File: src/rtl/mux_scan_sequencer_if.sv
// Output word handshake of the mux scan sequencer.
// The sequencer drives the word and its valid flag. The consumer drives ready.
interface mux_scan_sequencer_if;
    logic [3:0] data_out;
    logic       out_valid;
    logic       out_ready;

    modport master (
        output data_out,
        output out_valid,
        input  out_ready
    );

    modport slave (
        input  data_out,
        input  out_valid,
        output out_ready
    );
endinterface : mux_scan_sequencer_if

File: src/rtl/mux_scan_sequencer.sv
// mux_scan_sequencer: steps a 4:1 mux select through channels 0..3.
// Each select value is held for DWELL cycles, then the mux output y_in is sampled.
// The four samples are packed into one word, which is offered on a valid/ready handshake.
// Continuous mode rescans with no idle cycle between scans.
module mux_scan_sequencer #(
    parameter int DWELL = 2,
    parameter int CNT_W = 8
) (
    input  logic                   clk,
    input  logic                   rst_n,
    input  logic                   start,
    input  logic                   cont,
    input  logic                   abort,
    input  logic                   y_in,
    output logic                   s1,
    output logic                   s0,
    output logic                   busy,
    mux_scan_sequencer_if.master   out_if
);

    typedef enum logic [1:0] {
        ST_IDLE = 2'd0,
        ST_SCAN = 2'd1,
        ST_OUT  = 2'd2
    } state_t;

    // Last dwell count before the current channel is sampled.
    localparam logic [CNT_W-1:0] CNT_LAST = CNT_W'(DWELL - 1);

    state_t            state_q, state_d;
    logic [1:0]        sel_q, sel_d;
    logic [CNT_W-1:0]  cnt_q, cnt_d;
    logic [2:0]        shadow_q, shadow_d;
    logic [3:0]        data_q, data_d;
    logic              valid_q, valid_d;
    logic              busy_q, busy_d;

    // State and output registers, cleared asynchronously.
    always_ff @(posedge clk or negedge rst_n) begin
        if (!rst_n) begin
            state_q  <= ST_IDLE;
            sel_q    <= 2'b00;
            cnt_q    <= '0;
            shadow_q <= 3'b000;
            data_q   <= 4'b0000;
            valid_q  <= 1'b0;
            busy_q   <= 1'b0;
        end else begin
            state_q  <= state_d;
            sel_q    <= sel_d;
            cnt_q    <= cnt_d;
            shadow_q <= shadow_d;
            data_q   <= data_d;
            valid_q  <= valid_d;
            busy_q   <= busy_d;
        end
    end

    // Next-state logic: dwell counting, per-channel sampling and the output handshake.
    always_comb begin
        state_d  = state_q;
        sel_d    = sel_q;
        cnt_d    = cnt_q;
        shadow_d = shadow_q;
        data_d   = data_q;
        valid_d  = valid_q;
        busy_d   = busy_q;

        case (state_q)
            ST_IDLE: begin
                if (start) begin
                    state_d = ST_SCAN;
                    sel_d   = 2'b00;
                    cnt_d   = '0;
                    busy_d  = 1'b1;
                end else begin
                    sel_d   = 2'b00;
                    busy_d  = 1'b0;
                    valid_d = 1'b0;
                end
            end

            ST_SCAN: begin
                if (abort) begin
                    // Abort wins over sampling. The previous data_out stays visible.
                    state_d  = ST_IDLE;
                    sel_d    = 2'b00;
                    cnt_d    = '0;
                    shadow_d = 3'b000;
                    busy_d   = 1'b0;
                end else if (cnt_q < CNT_LAST) begin
                    cnt_d = cnt_q + CNT_W'(1);
                end else begin
                    cnt_d = '0;
                    case (sel_q)
                        2'd0: begin
                            shadow_d[0] = y_in;
                            sel_d       = 2'd1;
                        end
                        2'd1: begin
                            shadow_d[1] = y_in;
                            sel_d       = 2'd2;
                        end
                        2'd2: begin
                            shadow_d[2] = y_in;
                            sel_d       = 2'd3;
                        end
                        default: begin
                            // Channel 3 goes straight into the word with the three shadowed bits.
                            data_d  = {y_in, shadow_q};
                            valid_d = 1'b1;
                            busy_d  = 1'b0;
                            sel_d   = 2'b00;
                            state_d = ST_OUT;
                        end
                    endcase
                end
            end

            ST_OUT: begin
                if (valid_q && out_if.out_ready) begin
                    valid_d = 1'b0;
                    if (cont) begin
                        // Start the next scan on the accept edge so there is no idle cycle.
                        state_d = ST_SCAN;
                        sel_d   = 2'b00;
                        cnt_d   = '0;
                        busy_d  = 1'b1;
                    end else begin
                        state_d = ST_IDLE;
                    end
                end else begin
                    // Hold the word. start and abort have no effect here.
                    sel_d = 2'b00;
                end
            end

            default: begin
                state_d  = ST_IDLE;
                sel_d    = 2'b00;
                cnt_d    = '0;
                shadow_d = 3'b000;
                valid_d  = 1'b0;
                busy_d   = 1'b0;
            end
        endcase
    end

    assign s1               = sel_q[1];
    assign s0               = sel_q[0];
    assign busy             = busy_q;
    assign out_if.data_out  = data_q;
    assign out_if.out_valid = valid_q;

endmodule : mux_scan_sequencer

File: src/flat_wrapper.sv
// flat-port wrapper written by rule: the top's interface ports become plain ports
module mux_scan_sequencer_flat 
#(
    parameter int DWELL = 2,
    parameter int CNT_W = 8
)
  (clk, rst_n, start, cont, abort, y_in, s1, s0, busy, out_if_data_out, out_if_out_valid, out_if_out_ready);
  mux_scan_sequencer_if out_if_i ();
  input  logic clk;
  input  logic rst_n;
  input  logic start;
  input  logic cont;
  input  logic abort;
  input  logic y_in;
  output logic s1;
  output logic s0;
  output logic busy;
  output wire logic [$bits(out_if_i.data_out)-1:0] out_if_data_out;
  output wire logic [$bits(out_if_i.out_valid)-1:0] out_if_out_valid;
  input wire logic [$bits(out_if_i.out_ready)-1:0] out_if_out_ready;
  assign out_if_data_out = out_if_i.data_out;
  assign out_if_out_valid = out_if_i.out_valid;
  assign out_if_i.out_ready = out_if_out_ready;
  mux_scan_sequencer #(.DWELL(DWELL), .CNT_W(CNT_W)) u_core (.clk(clk), .rst_n(rst_n), .start(start), .cont(cont), .abort(abort), .y_in(y_in), .s1(s1), .s0(s0), .busy(busy), .out_if(out_if_i));
endmodule
File: config.mk
export PLATFORM = sky130hd
export DESIGN_NAME = mux_scan_sequencer_flat
export DESIGN_NICKNAME = d
export VERILOG_FILES = /design/src/rtl/mux_scan_sequencer_if.sv /design/src/rtl/mux_scan_sequencer.sv /design/src/flat_wrapper.sv
export SDC_FILE = /design/constraint.sdc
export NUM_CORES = 1
export LEC_CHECK = 0
export ABC_AREA = 1
export CORE_MARGIN = 5
export CORE_UTILIZATION = 45
export DETAILED_ROUTE_END_ITERATION = 7
export PLACE_DENSITY = 0.7
export SETUP_SLACK_MARGIN = 0.4
export SYNTH_ARGS = -nofsm -noshare
export SYNTH_HDL_FRONTEND = slang
export SYNTH_SLANG_ARGS = --single-unit
File: constraint.sdc
create_clock -name clk -period 1.41 [get_ports clk]
set_clock_uncertainty 0.1 [all_clocks]
set_input_delay 0.3525 -clock clk [delete_from_list [all_inputs] [get_ports clk]]
set_output_delay 0.3525 -clock clk [all_outputs]
set_load 0.02 [all_outputs]
==> results_dict.tcl <==
set metrics [dict create \
    finalHoldWorstSlack_ns 0.280 \
    ctsHoldBuffers 0 \
    cts.clk_slew.worst_paths_ns 0.11 \
    crit_path_cell_trace "inv_2, ha_4, nand2_2, nor2_4, nand2_4, nand2_4, nand2_1, o21ai_1" \
    share_of_the_yosys_chip_area_belonging_to_registers 0.489 \
    synthFlopType "sky130_fd_sc_hd__dfrtp_1" \
    power.leakage_nw 0.811 \
    largest_fanout_of_any_net_on_the_critical_path 5 \
    numPortBuffers 14 \
    cts-root-buf "sky130_fd_sc_hd__clkbuf_4" \
    crit_path_start_kind "flip-flop" \
    cp.arrival_ns 1.53 \
    synth_enable_flop_cells 0 \
    placeableCoreArea_um2 2250 \
    die_height_um 58.9 \
    largest_net_degree_at_the_start_of_global_routing 22 \
    ir_worst_vdd_mv 1.23 \
    timing.final.setup_violations 0 \
    max-clock-path-buffers 2 \
    dr.first_iter.drc_count 40 \
    mean_instance_size_in_the_synthesized_netlist_um2 8.27 \
    synth.ff_latch_count 21 \
    switching_share 0.415 \
    floorplan.die.width_um 58.9 \
    detailroute.via_count 1009 \
    synth_nets 143 \
    reg2reg_depth 8 \
    drive_gt1_frac 0.465 \
    post-route-drc-count 0 \
    grt-ovfl-total 0 \
    tritoncts_clock_tree "done" \
    critical_path.top_delay_family "simple AND/OR/NAND/NOR gates" \
    combinationalPowerShare 0.562 \
    post_synth_num_cell_types 19 \
    insertion_delay_ns 0.30 \
    cpPeakStageDelay_ns 0.42 \
    worst-path-stages 8 \
    power.sequential.fraction 0.325 \
    num-nets-final 186 \
    timing_worst_setup_path_type "reg2reg" \
    final.period_utilization 0.994 \
    setup.worst_path.end "u_core.sel_q[0]" \
    area_delta_synth_final_pct 54.0 \
    netlist.area_leader.share 0.489 \
    critical_path.reg2reg.startpoint "u_core.cnt_q[1]" \
    totalWireLength_mm 2.65 \
    synth.top_cells.by_area "sky130_fd_sc_hd__dfrtp_1, sky130_fd_sc_hd__nand2_1, sky130_fd_sc_hd__ha_1, sky130_fd_sc_hd__nand3_1, sky130_fd_sc_hd__inv_1" \
    timing.final.hold_violations 0 \
    antenna_cells 0 \
    place_congestion 0.823 \
    fin_tns_setup_ns 0 \
    critical_path.most_common_cell "sky130_fd_sc_hd__nand2_4" \
    postLayoutCellArea_um2 1660 \
    crit_slowest_cell "sky130_fd_sc_hd__dfrtp_1" \
    postPlaceCellArea_um2 1380 \
    cp_data_required_time_ns 1.54 \
    number_of_cells_in_the_finished_layout_apart_from_fillers 200 \
    wire_per_inst_um 13.2 \
    power_density_nw_per_um2 1560 \
    cap_violations 0 \
    post-dp-hpwl_mm 1.68 \
    critPathCaptureType "flip-flop" \
    worst_hold_path_type "in2async" \
    final_antenna_violating_net_count 0 \
    io_pins 15 \
    initial_antenna_violation_count 0 \
    crit_start "u_core.cnt_q[1]" \
    async_reset_ff_frac 1.00 \
    yosys_synthesis_warning_count 0 \
    final_period_minus_worst_setup_slack_ns 1.40 \
    power.internal_mw 1.51 \
    fp.dieArea_um2 3470 \
    dr.pass1.iters 4 \
    final_core_utilization 0.734 \
    netlist_area_before_placement_um2 1070 \
    relSlewSlack 0.834 \
    number_of_buffers_created_by_cts 3 \
    grt_pass1_wl_mm 4.31 \
    number_of_global_route_vias_before_repair 1000 \
    post_drt_via_cell_ratio 5.05 \
    cp_num_buf_inv 1 \
    largest_area_contributor_in_the_netlist "sky130_fd_sc_hd__dfrtp_1" \
    grt_usage 0.163 \
    switchingPower_mw 1.08 \
    htreeDepth 1 \
    floorplan.initialDensity 0.477 \
    timing.fmax_ghz 0.714 \
    tritoncts_num_sinks 21 \
    floorplan.rows 17 \
    dp.cells 181 \
    reg2reg_slack_ns 0.009 \
    clock_power_share 0.113 \
    synth.top_cells.by_count "sky130_fd_sc_hd__nand2_1, sky130_fd_sc_hd__dfrtp_1, sky130_fd_sc_hd__inv_1, sky130_fd_sc_hd__nor2_1, sky130_fd_sc_hd__nand3_1" \
    rsz0062_at_grt "true" \
    r2r_end "u_core.sel_q[0]" \
    count_leader_synth "sky130_fd_sc_hd__nand2_1" \
    worst_pin_slew_ns 0.248 \
    syn-instance-count 130 \
    run_status "finished, final reports clean" \
    final_max_slew_viol_count 0 \
]
-- registers in the layout, indices dropped and copies added (netlist names) --
signal                   flops
u_core.out_if.data_out       4
u_core.busy                  1
u_core.cnt_q                 8
u_core.out_if.out_valid      1
u_core.shadow_q              3
u_core.sel_q                 2
u_core.state_q               2
-- per-layer routing --
layer  vias to the layer above  GRT usage  part of all wire
li1                        500          -                 -
met1                       478      0.197              0.44
met2                        27      0.284              0.51
met3                         4     0.0351             0.041
met4                         0     0.0550            0.0094
met5                         -          0                 0
-- cell usage in the layout, fill, tap and decap left out, drive strengths merged --
cell	instances
clkbuf	4
buf	33
clkdlybuf4s50	4
nor3	2
nor2	17
inv	19
dlygate4sd2	2
o2111ai	1
nand4	4
nand2	38
nand3	12
dfrtp	21
a21oi	3
ha	6
o21ai	6
-- repair_timing --
item | 4_1_cts | 5_1_grt
pin swaps | 10 | 8
cloned | 1 | 0
endpoints found under the hold margin | 0 | 0
buffers inserted | 8 | 6
endpoints found under the setup margin | 29 | 29
resized for setup | 64 | 25
-- area by class of cell --
type / instances / area, um^2
clock buffer: 4 / 26.3
multi-input combinational: 89 / 606
inverter: 19 / 78.8
fill: 162 / 599
tap: 28 / 35.0
sequential: 21 / 531
timing repair buffer: 39 / 379
-- kinds of logic after synthesis --
kind of cell,count (synthesis),share of synthesized area
and+or+nand+nor,72,0.302
buffers and inverters,21,0.0862
DFF,21,0.489
AOI/OAI and AO/OA,10,0.0536
adders and majority gates,6,0.0698
-- power by group through the flow --
stage | clock network, mW | logic, mW | registers [mW]
after CTS | 0.301 | 1.30 | 0.828
after floorplan | 0 | 0.639 | 0.897
after global routing | 0.328 | 1.59 | 0.852
final | 0.292 | 1.46 | 0.841
after global placement | 0 | 1.07 | 0.824
after detailed placement | 0 | 1.10 | 0.826
-- stage by stage --
| stage | setup slack [ns] | power (mW) |
|---|---|---|
| after global placement | -0.279 | 1.90 |
| after floorplan | 0.139 | 1.54 |
| after detailed placement | -0.332 | 1.92 |
| after CTS | 0.0211 | 2.43 |
| after global routing | -0.0413 | 2.77 |
| final | 0.00900 | 2.59 |
-- worst min path at each step --
stage                     cells after the start  slack [ns]   startpoint               to
after floorplan                               0       -0.04        rst_n      u_core.busy
after global placement                        2        0.36  u_core.busy      u_core.busy
after detailed placement                      2        0.36  u_core.busy      u_core.busy
after CTS                                     2        0.28        rst_n  u_core.cnt_q[3]
after global routing                          2        0.27        rst_n  u_core.cnt_q[6]
final                                         2        0.28        rst_n  u_core.cnt_q[3]
No activity file was read; power rests on OpenSTA's default activity.
